[config.mk]
export PLATFORM = sky130hd
export DESIGN_NAME = afifo_rd_stream
export DESIGN_NICKNAME = d
export VERILOG_FILES = /design/src/rtl/mc_fifo_pkg.sv /design/src/rtl/afifo_rd_skid.sv /design/src/rtl/afifo_rd_stream.sv
export SDC_FILE = /design/constraint.sdc
export NUM_CORES = 1
export LEC_CHECK = 0
export CORE_MARGIN = 2
export CORE_UTILIZATION = 44
export DETAILED_ROUTE_END_ITERATION = 7
export HOLD_SLACK_MARGIN = 0.06
export PLACE_DENSITY = 0.71
export SETUP_SLACK_MARGIN = 0.5
export SLEW_MARGIN = 20
export SYNTH_ARGS = -nofsm -noshare
export SYNTH_HDL_FRONTEND = slang
export SYNTH_SLANG_ARGS = --single-unit
[constraint.sdc]
create_clock -name clk -period 2 [get_ports clk]
set_clock_uncertainty 0.05 [all_clocks]
set_input_delay 0.3 -clock clk [delete_from_list [all_inputs] [get_ports clk]]
set_output_delay 0.3 -clock clk [all_outputs]
set_load 0.1 [all_outputs]
[src/rtl/mc_fifo_pkg.sv]
// rtl/mc_fifo_pkg.sv - shared entry-count encoding and burst-position sizing
package mc_fifo_pkg;

  localparam int unsigned CNT_BITS = 2;

  typedef logic [CNT_BITS-1:0] cnt_t;

  localparam cnt_t CNT_EMPTY = 2'd0;
  localparam cnt_t CNT_MAX   = 2'd2;

  // A one-beat burst still needs a 1-bit position register.
  function automatic int pos_width(input int burst_len);
    return (burst_len <= 1) ? 1 : $clog2(burst_len);
  endfunction

endpackage

[src/rtl/afifo_rd_skid.sv]
// rtl/afifo_rd_skid.sv - two-entry output buffer with head/tail registers
module afifo_rd_skid
  import mc_fifo_pkg::*;
#(
  parameter int DATA_WIDTH = 4
) (
  input  logic                  clk,
  input  logic                  rst,
  input  logic                  clear,
  input  logic                  push,
  input  logic [DATA_WIDTH-1:0] push_data,
  input  logic                  pop,
  output cnt_t                  cnt,
  output logic [DATA_WIDTH-1:0] head
);

  logic [DATA_WIDTH-1:0] tail;

  // clear only drops occupancy; head keeps its value so m_data does not glitch.
  always_ff @(posedge clk) begin
    if (rst) begin
      cnt  <= CNT_EMPTY;
      head <= '0;
      tail <= '0;
    end else if (clear) begin
      cnt <= CNT_EMPTY;
    end else begin
      case ({push, pop})
        2'b10: begin
          if (cnt == CNT_EMPTY) head <= push_data;
          else                  tail <= push_data;
          cnt <= cnt + 1'b1;
        end
        2'b01: begin
          if (cnt == CNT_MAX) head <= tail;
          cnt <= cnt - 1'b1;
        end
        2'b11: begin
          if (cnt == CNT_MAX) begin
            head <= tail;
            tail <= push_data;
          end else begin
            head <= push_data;
          end
        end
        default: ;
      endcase
    end
  end

endmodule

[src/rtl/afifo_rd_stream.sv]
// rtl/afifo_rd_stream.sv - async FIFO read-side consumer with registered framed stream
module afifo_rd_stream
  import mc_fifo_pkg::*;
#(
  parameter int DATA_WIDTH = 4,
  parameter int BURST_LEN  = 4,
  parameter int CNT_WIDTH  = 16
) (
  input  logic                  clk,
  input  logic                  rst,
  input  logic                  flush,
  input  logic                  fifo_empty,
  output logic                  fifo_rd_en,
  input  logic [DATA_WIDTH-1:0] fifo_rd_data,
  output logic                  m_valid,
  input  logic                  m_ready,
  output logic [DATA_WIDTH-1:0] m_data,
  output logic                  m_last,
  output logic [CNT_WIDTH-1:0]  beat_cnt
);

  localparam int PW = pos_width(BURST_LEN);
  localparam logic [PW-1:0] POS_LAST = PW'(BURST_LEN - 1);

  cnt_t          cnt;
  logic          inflight;
  logic [PW-1:0] pos;
  logic          xfer;
  logic [2:0]    pending;

  assign m_valid = ~rst & (cnt != CNT_EMPTY);
  assign xfer    = m_valid & m_ready;
  assign m_last  = m_valid & (pos == POS_LAST);

  // Entries that will occupy the buffer after this edge, counting the one in flight.
  assign pending    = {1'b0, cnt} + {2'b00, inflight} - {2'b00, xfer};
  assign fifo_rd_en = ~rst & ~flush & ~fifo_empty & (pending < 3'd2);

  afifo_rd_skid #(
    .DATA_WIDTH(DATA_WIDTH)
  ) u_skid (
    .clk       (clk),
    .rst       (rst),
    .clear     (flush),
    .push      (inflight),
    .push_data (fifo_rd_data),
    .pop       (xfer),
    .cnt       (cnt),
    .head      (m_data)
  );

  always_ff @(posedge clk) begin
    if (rst) begin
      inflight <= 1'b0;
      pos      <= '0;
      beat_cnt <= '0;
    end else begin
      inflight <= fifo_rd_en;
      if (flush)                  pos <= '0;
      else if (xfer && pos == POS_LAST) pos <= '0;
      else if (xfer)              pos <= pos + 1'b1;
      if (xfer) beat_cnt <= beat_cnt + 1'b1;
    end
  end

endmodule

# After elaboration in Yosys (flattened, before gate mapping)
# Cells that the tools add are included.
# totals
ff_bits,29
inputBits,9
out_inout_bits,23
elab_cells,49
# classes
add_sub_neg,6
magnitude_cmp,1
n_eq_ne,9
mux,8
bitwise,9
n_reduce_logical,10
# ops
op,n
2-to-1 mux 4 bit,5
"adder 16 x 1 -> 16 bit, second input constant",1
case mux 4 bit (3 select lines),1
"equality test 2 bit, second input constant",4
case mux 4 bit (2 select lines),1
AND reduction 4 bit,2
AND 1 bit,6
"inequality test 2 x 1 -> 1 bit, second input constant",3
nonzero test 2 bit,3
"adder 2 x 1 -> 2 bit, second input constant",2
case mux 2 bit (2 select lines),1
adder 2 x 1 -> 3 bit,1
"less-than comparator 3 x 2 -> 1 bit, second input constant",1
inverter 1 bit,3
nonzero test 3 bit,1
OR reduction 3 bit,1
subtractor 3 x 1 -> 3 bit,1
"equality test 2 x 1 -> 1 bit, second input constant",1
zero test 2 bit,1
"inequality test 2 bit, second input constant",1
OR reduction 2 bit,1
"subtractor 2 x 1 -> 2 bit, second input constant",1
logical AND 1 bit,1

# Logic depth before layout (Yosys ltp)
# Gate-level depths: netlist (run 1).
# depth
depth_word,6
mapped_depth,7
ltp_nobuf,6

# Modules after synthesis
# Synthesis (run 1) repeated with hierarchy kept, for this count alone.
# hier_totals
cells_unflattened,170
area_unflattened_um2,1546.5
# modules_own_cells
module,n_inst,cells_each,area_each_um2
afifo_rd_stream,1,103,935.9
afifo_rd_skid,1,67,610.6

# Worst setup path before layout (run 1)
# No wires, ideal clock.
# synth_timing
path_kind,reg-to-output
start,register u_skid.cnt[1]
end,output fifo_rd_en
arrival_ns,4.775
t_required_ns,1.650
slack_ns,-3.125
path_stages_with_launch,7
path_cell_list,dfxtp_1 -> buf_2 -> nor4bb_1 -> o21ai_0 -> fa_1 -> xor2_1 -> nor4b_1
# synth_between
elab_chain_len,6
elab_cells_between_ends,7
cone_classes,2 x add/sub; 1 x order compare; 3 x bitwise; 1 x reduce/logical
# synth_rtl
item,line_no,text
from (decl),afifo_rd_skid.sv:13,"output cnt_t cnt,"
from (signal assigned),afifo_rd_skid.sv:32,cnt <= cnt + 1'b1;
from (signal assigned),afifo_rd_skid.sv:36,cnt <= cnt - 1'b1;
nonzero test 2 bit,afifo_rd_stream.sv:31,assign m_valid = ~rst & (cnt != CNT_EMPTY);
AND 1 bit,afifo_rd_stream.sv:31,
AND 1 bit,afifo_rd_stream.sv:32,assign xfer = m_valid & m_ready;
subtractor 3 x 1 -> 3 bit (*),afifo_rd_stream.sv:36,"assign pending = {1'b0, cnt} + {2'b00, inflight} - {2'b00, xfer};"
less-than comparator 3 x 2 -> 1 bit (*),afifo_rd_stream.sv:37,assign fifo_rd_en = ~rst & ~flush & ~fifo_empty & (pending < 3'd2);
AND 1 bit (*),afifo_rd_stream.sv:37,
to (decl),afifo_rd_stream.sv:13,"output logic fifo_rd_en,"
# Mark *: on every way between the ends. The rest lies on a longest branch, timed or not.

# Final worst setup path (run 1)
# layout_timing
start,register u_skid.cnt[0]
end,output fifo_rd_en
# The elaborated chain is that of the path after synthesis.

==> results.py, run 1 <==
metrics = {
    "run_status": {
        "status": "finished with violations",
        "failed_checks": "setup timing",
    },
    "worst_setup_path": {
        "path_cells": "nor4bb_4, o21ai_1, fa_2, xor2_2, nor4b_4, buf_12",
        "r2r.worst_path.cells": 6,
        "crit_arrival_ps": 2160,
        "critPathMaxStageDelay_ps": 370,
        "path_class": "flop to output port",
        "worst_setup_path_end_kind": "output port",
        "required_ps": 1650,
        "slowest_stage": "dfxtp_4",
        "r2r_setup_slack_ps": 190,
        "critPathLaunch": "u_skid.cnt[0]$_SDFFE_PP0P_",
        "worstPathMaxFanout": 4,
        "critPathLaunchType": "flop",
        "reg2reg_from": "beat_cnt[0]$_SDFFE_PP0P_",
        "reg2reg_to": "beat_cnt[14]$_SDFFE_PP0P_",
        "cp-endpoint": "fifo_rd_en",
    },
    "route": {
        "wl_met1_mm": 1.563,
        "routed_wl_mm": 3.659,
        "post_drt_via_cell_ratio": 5.293,
        "drtIter0Drc": 104,
        "routed-wl-met2_mm": 1.902,
        "drc": 0,
        "top_layer": "met4",
        "vias": 1408,
        "route.met3.wl_um": 124,
        "drt.antenna.violating_nets": 0,
        "wl_per_cell_um": 13.76,
        "drtPass1Iterations": 5,
    },
    "timing": {
        "rsz0062_at_grt": "true",
        "relSlewSlack_pct": 79.59,
        "final.min_clock_period_ps": 2508,
        "max_freq_mhz": 398.7,
        "setup_tns_ps": -508.0,
        "finalSetupViolations": 1,
        "hold_violations": 0,
        "worstMarginPinSlew_ps": 301.9,
        "worst_slack_ps": -508.0,
        "timing.final.crit_share_pct": 125.4,
        "drv_slew": 0,
    },
    "clocking": {
        "root_buffer": "clkbuf_4",
        "numCtsBuffers": 5,
        "clk_latency_ps": 330,
        "ctsLongestPathBuffers": 2,
        "clk_pin_slew_ps": 100,
        "cts_tree": "yes",
        "cts.sinks": 29,
        "htree_levels": 2,
    },
    "synth": {
        "synth_top_family_by_area": "simple AND/OR/NAND/NOR gates",
        "syn_avg_cell_area_um2": 8.674,
        "ys_ff_latch": 29,
        "synthCells": 164,
        "synth-xor-area-share_pct": 5.541,
        "muxShareOfSynthArea_pct": 7.388,
        "synthAdderAreaFrac_pct": 3.166,
        "synth_area_mm2": 0.001423,
        "synth_enable_flop_cells": 0,
        "synth_warnings": 0,
        "synth-simple-area-share_pct": 24.54,
        "synth_cell_types": 36,
        "synth_nets": 176,
        "async_reset_ff_share_pct": 0,
        "synth_ff_type": "dfxtp_1",
        "synth-seq-area-share_pct": 40.81,
        "synth_compound_area_share_pct": 14.07,
    },
    "finish": {
        "fill_cells": 208,
        "post-route-util_pct": 76.93,
        "nets": 233,
        "seqCellArea_um2": 614.3,
        "area_growth_pct": 65.08,
        "multi_input_area_mm2": 0.001044,
        "antennaDiodeCount": 0,
        "final_common_cell": "buf_4",
        "layout-drive-gt1-share_pct": 51.35,
        "design_area_mm2": 0.002349,
        "final_cell_mix": "buf_4 (35), dfxtp_1 (16), nor2_1 (15), buf_6 (11)",
    },
    "floorplan": {
        "fp.dieH_um": 60.86,
        "num_rows": 20,
        "dieArea_mm2": 0.003704,
        "initial_core_util_pct": 46.60,
        "coreArea_mm2": 0.003053,
        "ios": 32,
        "die-width_um": 60.86,
    },
    "place": {
        "post-place-ws_ps": -693.9,
        "gp_congestion": 0.8071,
        "io_buffers": 31,
        "dp_hpwl_mm": 2.510,
        "place_area_mm2": 0.001969,
    },
    "job": {
        "max_cap_viol_count": 0,
    },
    "power_and_ir_drop": {
        "power_w": 0.001135,
        "peakVddDrop_v": 0.0003906,
        "power.leakage_nw": 0.9288,
        "power_density_mw_per_mm2": 483.3,
    },
    "global_routing": {
        "grt_pass1_vias": 1317,
        "grt.total_usage_pct": 21.48,
        "grt_pass1_wl_mm": 5.878,
        "antenna_found_initial": 0,
        "grt_max_degree": 15,
        "grt_overflow_total": 0,
    },
    "worst_hold_path": {
        "hold_path.class": "primary input to flop",
    },
}
## routing by layer
| layer | vias up | track usage [%] |
|---|---|---|
| met5 | - | 0 |
| met4 | 0 | 10.25 |
| met3 | 8 | 4.051 |
| met1 | 666 | 26.14 |
| met2 | 31 | 36.41 |
| li1 | 703 | - |
## worst min-delay path by stage
stage	startpoint	slack, ps	to	depth (start not counted)
6_report	rst	350	u_skid.tail[0]$_SDFFE_PP0P_	3
5_1_grt	rst	360	u_skid.tail[0]$_SDFFE_PP0P_	3
4_1_cts	beat_cnt[15]$_SDFFE_PP0P_	440	beat_cnt[15]$_SDFFE_PP0P_	2
3_5_place_dp	beat_cnt[15]$_SDFFE_PP0P_	430	beat_cnt[15]$_SDFFE_PP0P_	2
3_3_place_gp	pos[1]$_SDFFE_PP0P_	420	pos[1]$_SDFFE_PP0P_	2
2_1_floorplan	fifo_empty	330	inflight$_SDFF_PP0_	1
## Yosys cell counts (3+ instances only)
cell / count / area [µm²]
o21a_1: 4 / 30.03
o21ai_0: 9 / 45.04
clkbuf_1: 5 / 18.77
xnor2_1: 5 / 43.79
nor2_1: 18 / 67.56
xor2_1: 4 / 35.03
buf_2: 3 / 15.01
or4_1: 5 / 37.54
dfxtp_1: 29 / 580.6
o31ai_1: 4 / 30.03
mux2i_1: 6 / 60.06
nand3_1: 5 / 25.02
a21oi_1: 14 / 70.07
nand4_1: 4 / 25.02
mux2_2: 4 / 45.04
inv_1: 8 / 30.03
or3_1: 5 / 31.28
nand2_1: 7 / 26.28
## flip-flops by register name (all words and copies together) (netlist names)
name	cells
beat_cnt	16
u_skid.head	4
u_skid.tail	4
pos	2
u_skid.cnt	2
inflight	1
## cell type report
type                            count  area share (%)
Inverter                            8           1.279
Clock inverter                      1          0.2131
Sequential cell                    29           26.16
Tap cell                           44           2.344
Clock buffer                        7           2.770
Timing Repair Buffer               58           22.80
Multi-Input combinational cell    119           44.43
## metrics by stage
step / std cells / hold WS [ps]
finish: 266 / 347.0
CTS: 264 / 442.2
detailed placement: 248 / 425.5
global placement: 248 / 418.0
floorplan: 164 / 326.7
global route: 266 / 359.5
## logic make-up (layout without fill, tap and decap cells)
family | after synthesis | count (layout)
xor+xnor | 9 | 9
buf+inv | 16 | 74
compound gates | 34 | 34
simple gates | 63 | 63
mux | 10 | 10
fa+ha+maj | 3 | 3
flops | 29 | 29
## repair_timing
| action | CTS | global route |
|---|---|---|
| setup buffers | 8 | 2 |
| endpoints found under the hold margin | 0 | 0 |
| pin swaps | 9 | 11 |
| hold buffers | 0 | 0 |
| endpoints found under the setup margin | 30 | 31 |
| gates resized for setup | 20 | 40 |
## critical path, delay by kind of cell (launching register included)
kind                       cells  cell delay [ps]
and+or+nand+nor                2              610
DFF                            1              370
adders and majority gates      1              360
buffers and inverters          1              210
xor gates and xnor gates       1              170
AOI/OAI and AO/OA              1              110
## power by group
| part | switching (W) | leakage (nW) | internal, W |
|---|---|---|---|
| Clock | 0.000207 | 0.0413 | 0.000203 |
| Sequential | 0.00000344 | 0.243 | 0.000573 |
| Combinational | 0.0000864 | 0.645 | 0.0000613 |
Note: power is estimated with default switching activity, not from simulation.
==> run 2: changes to the inputs <==
- TNS_END_PERCENT: default -> 30
==> results.py, run 2 (synthesized netlist as in run 1, its figures left out) <==
metrics = {
    "run_status": {
        "status": "finished with violations",
        "failed_checks": "setup timing",
    },
    "power_and_ir_drop": {
        "internal_power_w": 0.0008032,
        "power_w": 0.001082,
        "pwr-share-comb_pct": 12.4,
        "sw_frac_of_total_pct": 25.77,
        "seq_power_share_pct": 53.4,
        "peakVddDrop_v": 0.0003286,
        "switching_power_w": 0.0002788,
        "power.leakage_nw": 0.8466,
        "power_density_mw_per_mm2": 502.5,
        "clkPwrFrac_pct": 34.2,
    },
    "place": {
        "gp_congestion": 0.8302,
        "placed_cells": 252,
        "io_buffers": 31,
        "dp_hpwl_mm": 2.536,
    },
    "route": {
        "post_drt_via_cell_ratio": 5.342,
        "drtIter0Drc": 98,
        "vias": 1405,
        "wl_per_cell_um": 12.99,
        "drtPass1Iterations": 4,
        "drc": 0,
        "drt.antenna.violating_nets": 0,
        "routed_wl_mm": 3.416,
    },
    "global_routing": {
        "grt_max_degree": 11,
        "grt.total_usage_pct": 20.93,
        "grt_pass1_wl_mm": 5.623,
        "grt_overflow_total": 0,
        "antenna_found_initial": 0,
        "grt_pass1_vias": 1301,
    },
    "timing": {
        "relSlewSlack_pct": 74.85,
        "rsz0062_at_grt": "true",
        "final.min_clock_period_ps": 2502,
        "drv_slew": 0,
        "hold_violations": 0,
        "worst_slack_ps": -501.9,
        "max_freq_mhz": 399.7,
        "finalSetupViolations": 1,
        "worstMarginPinSlew_ps": 376.3,
        "timing.final.crit_share_pct": 125.1,
    },
    "finish": {
        "antennaDiodeCount": 0,
        "multi_input_area_um2": 912.1,
        "final_cell_mix": "buf_4 (38), dfxtp_1 (17), nor2_1 (16), a21oi_1 (12), inv_1 (8)",
        "final_common_cell": "buf_4",
        "nets": 230,
        "layout-drive-gt1-share_pct": 42.01,
        "top_register": "beat_cnt",
        "reg.largest.list": "beat_cnt x16, u_skid.head x4, u_skid.tail x4",
        "fill_cells": 250,
        "seqCellArea_um2": 610.6,
        "instances_no_fill": 263,
        "area_growth_pct": 51.36,
        "largest_reg_flops": 16,
    },
    "floorplan": {
        "coreArea_mm2": 0.003053,
        "fp.dieH_um": 60.86,
        "ios": 32,
        "initial_core_util_pct": 46.60,
        "dieArea_mm2": 0.003704,
        "die-width_um": 60.86,
        "num_rows": 20,
    },
    "worst_setup_path": {
        "worstPathMaxFanout": 3,
        "critPathLaunch": "u_skid.cnt[0]$_SDFFE_PP0P_",
        "required_ps": 1650,
        "path_class": "flop to output port",
        "worst_setup_path_end_kind": "output port",
        "reg2reg_from": "beat_cnt[1]$_SDFFE_PP0P_",
        "critPathLaunchType": "flop",
        "crit_arrival_ps": 2150,
    },
    "clocking": {
        "htree_levels": 2,
        "cts_tree": "yes",
        "cts.sinks": 29,
        "clk_pin_slew_ps": 90,
        "ctsLongestPathBuffers": 2,
        "numCtsBuffers": 5,
        "clk_latency_ps": 340,
        "root_buffer": "clkbuf_4",
    },
    "job": {
        "max_cap_viol_count": 0,
    },
    "worst_hold_path": {
        "hold_start": "rst",
        "hold_path.class": "primary input to flop",
    },
}
==> run 2: repair_timing <==
| action | CTS | global route |
|---|---|---|
| resized for setup | 9 | 21 |
| pin swaps | 6 | 16 |
| hold buffers | 0 | 0 |
| buffers inserted | 2 | 1 |
| endpoints found under the setup margin | 30 | 27 |
==> run 2: worst paths after layout <==
kind | cells after the start | end | slack [ps]
worst max-delay path | 6 | fifo_rd_en | -500
worst min-delay path | 3 | u_skid.tail[2]$_SDFFE_PP0P_ | 350
worst max register to register | 5 | beat_cnt[14]$_SDFFE_PP0P_ | 190
worst min register to register | 2 | pos[1]$_SDFFE_PP0P_ | 440
==> run 2: layer usage <==
layer	global-route usage, %	share of wire [%]	up-vias
met5	0	0	-
met4	8.385	1.6	0
met3	5.970	5.2	8
met2	36.71	52	35
met1	23.86	42	666
li1	-	-	696
==> run 2: through the flow <==
stage	utilization [%]	worst slack [ps]	setup TNS [ps]	instance area (µm²)	hold WS (ps)
6_report	70.53	-501.9	-501.9	2153	348.9
3_3_place_gp	64.92	-644.3	-6495	1982	419.3
2_1_floorplan	-	-819.4	-996.1	1530	326.7
4_1_cts	68.03	-560.7	-560.7	2077	443.9
3_5_place_dp	64.92	-709.8	-8360	1982	431.2
5_1_grt	70.53	-619.8	-619.8	2153	366.8
==> run 2: final cells by class <==
class	count	share of cell area (%)
repair buffers	55	22.60
multi-input cells	119	42.36
inverters	8	1.395
flip-flops and latches	29	28.36
well taps	44	2.557
clock buffers	8	2.731
==> run 2: critical path, cell delays in order (launching register included) <==
cell,delay (ps)
dfxtp_4,360
nor4bb_4,300
o21ai_2,80
fa_2,360
xor2_2,180
nor4b_4,330
buf_12,210
==> run 2: power groups by stage <==
stage | clock network [W] | logic, W | registers [W]
finish | 0.000371 | 0.000134 | 0.000578
floorplan | 0 | 0.0000458 | 0.000620
detailed placement | 0 | 0.000126 | 0.000592
global route | 0.000414 | 0.000143 | 0.000579
CTS | 0.000383 | 0.000131 | 0.000579
global placement | 0 | 0.000124 | 0.000592
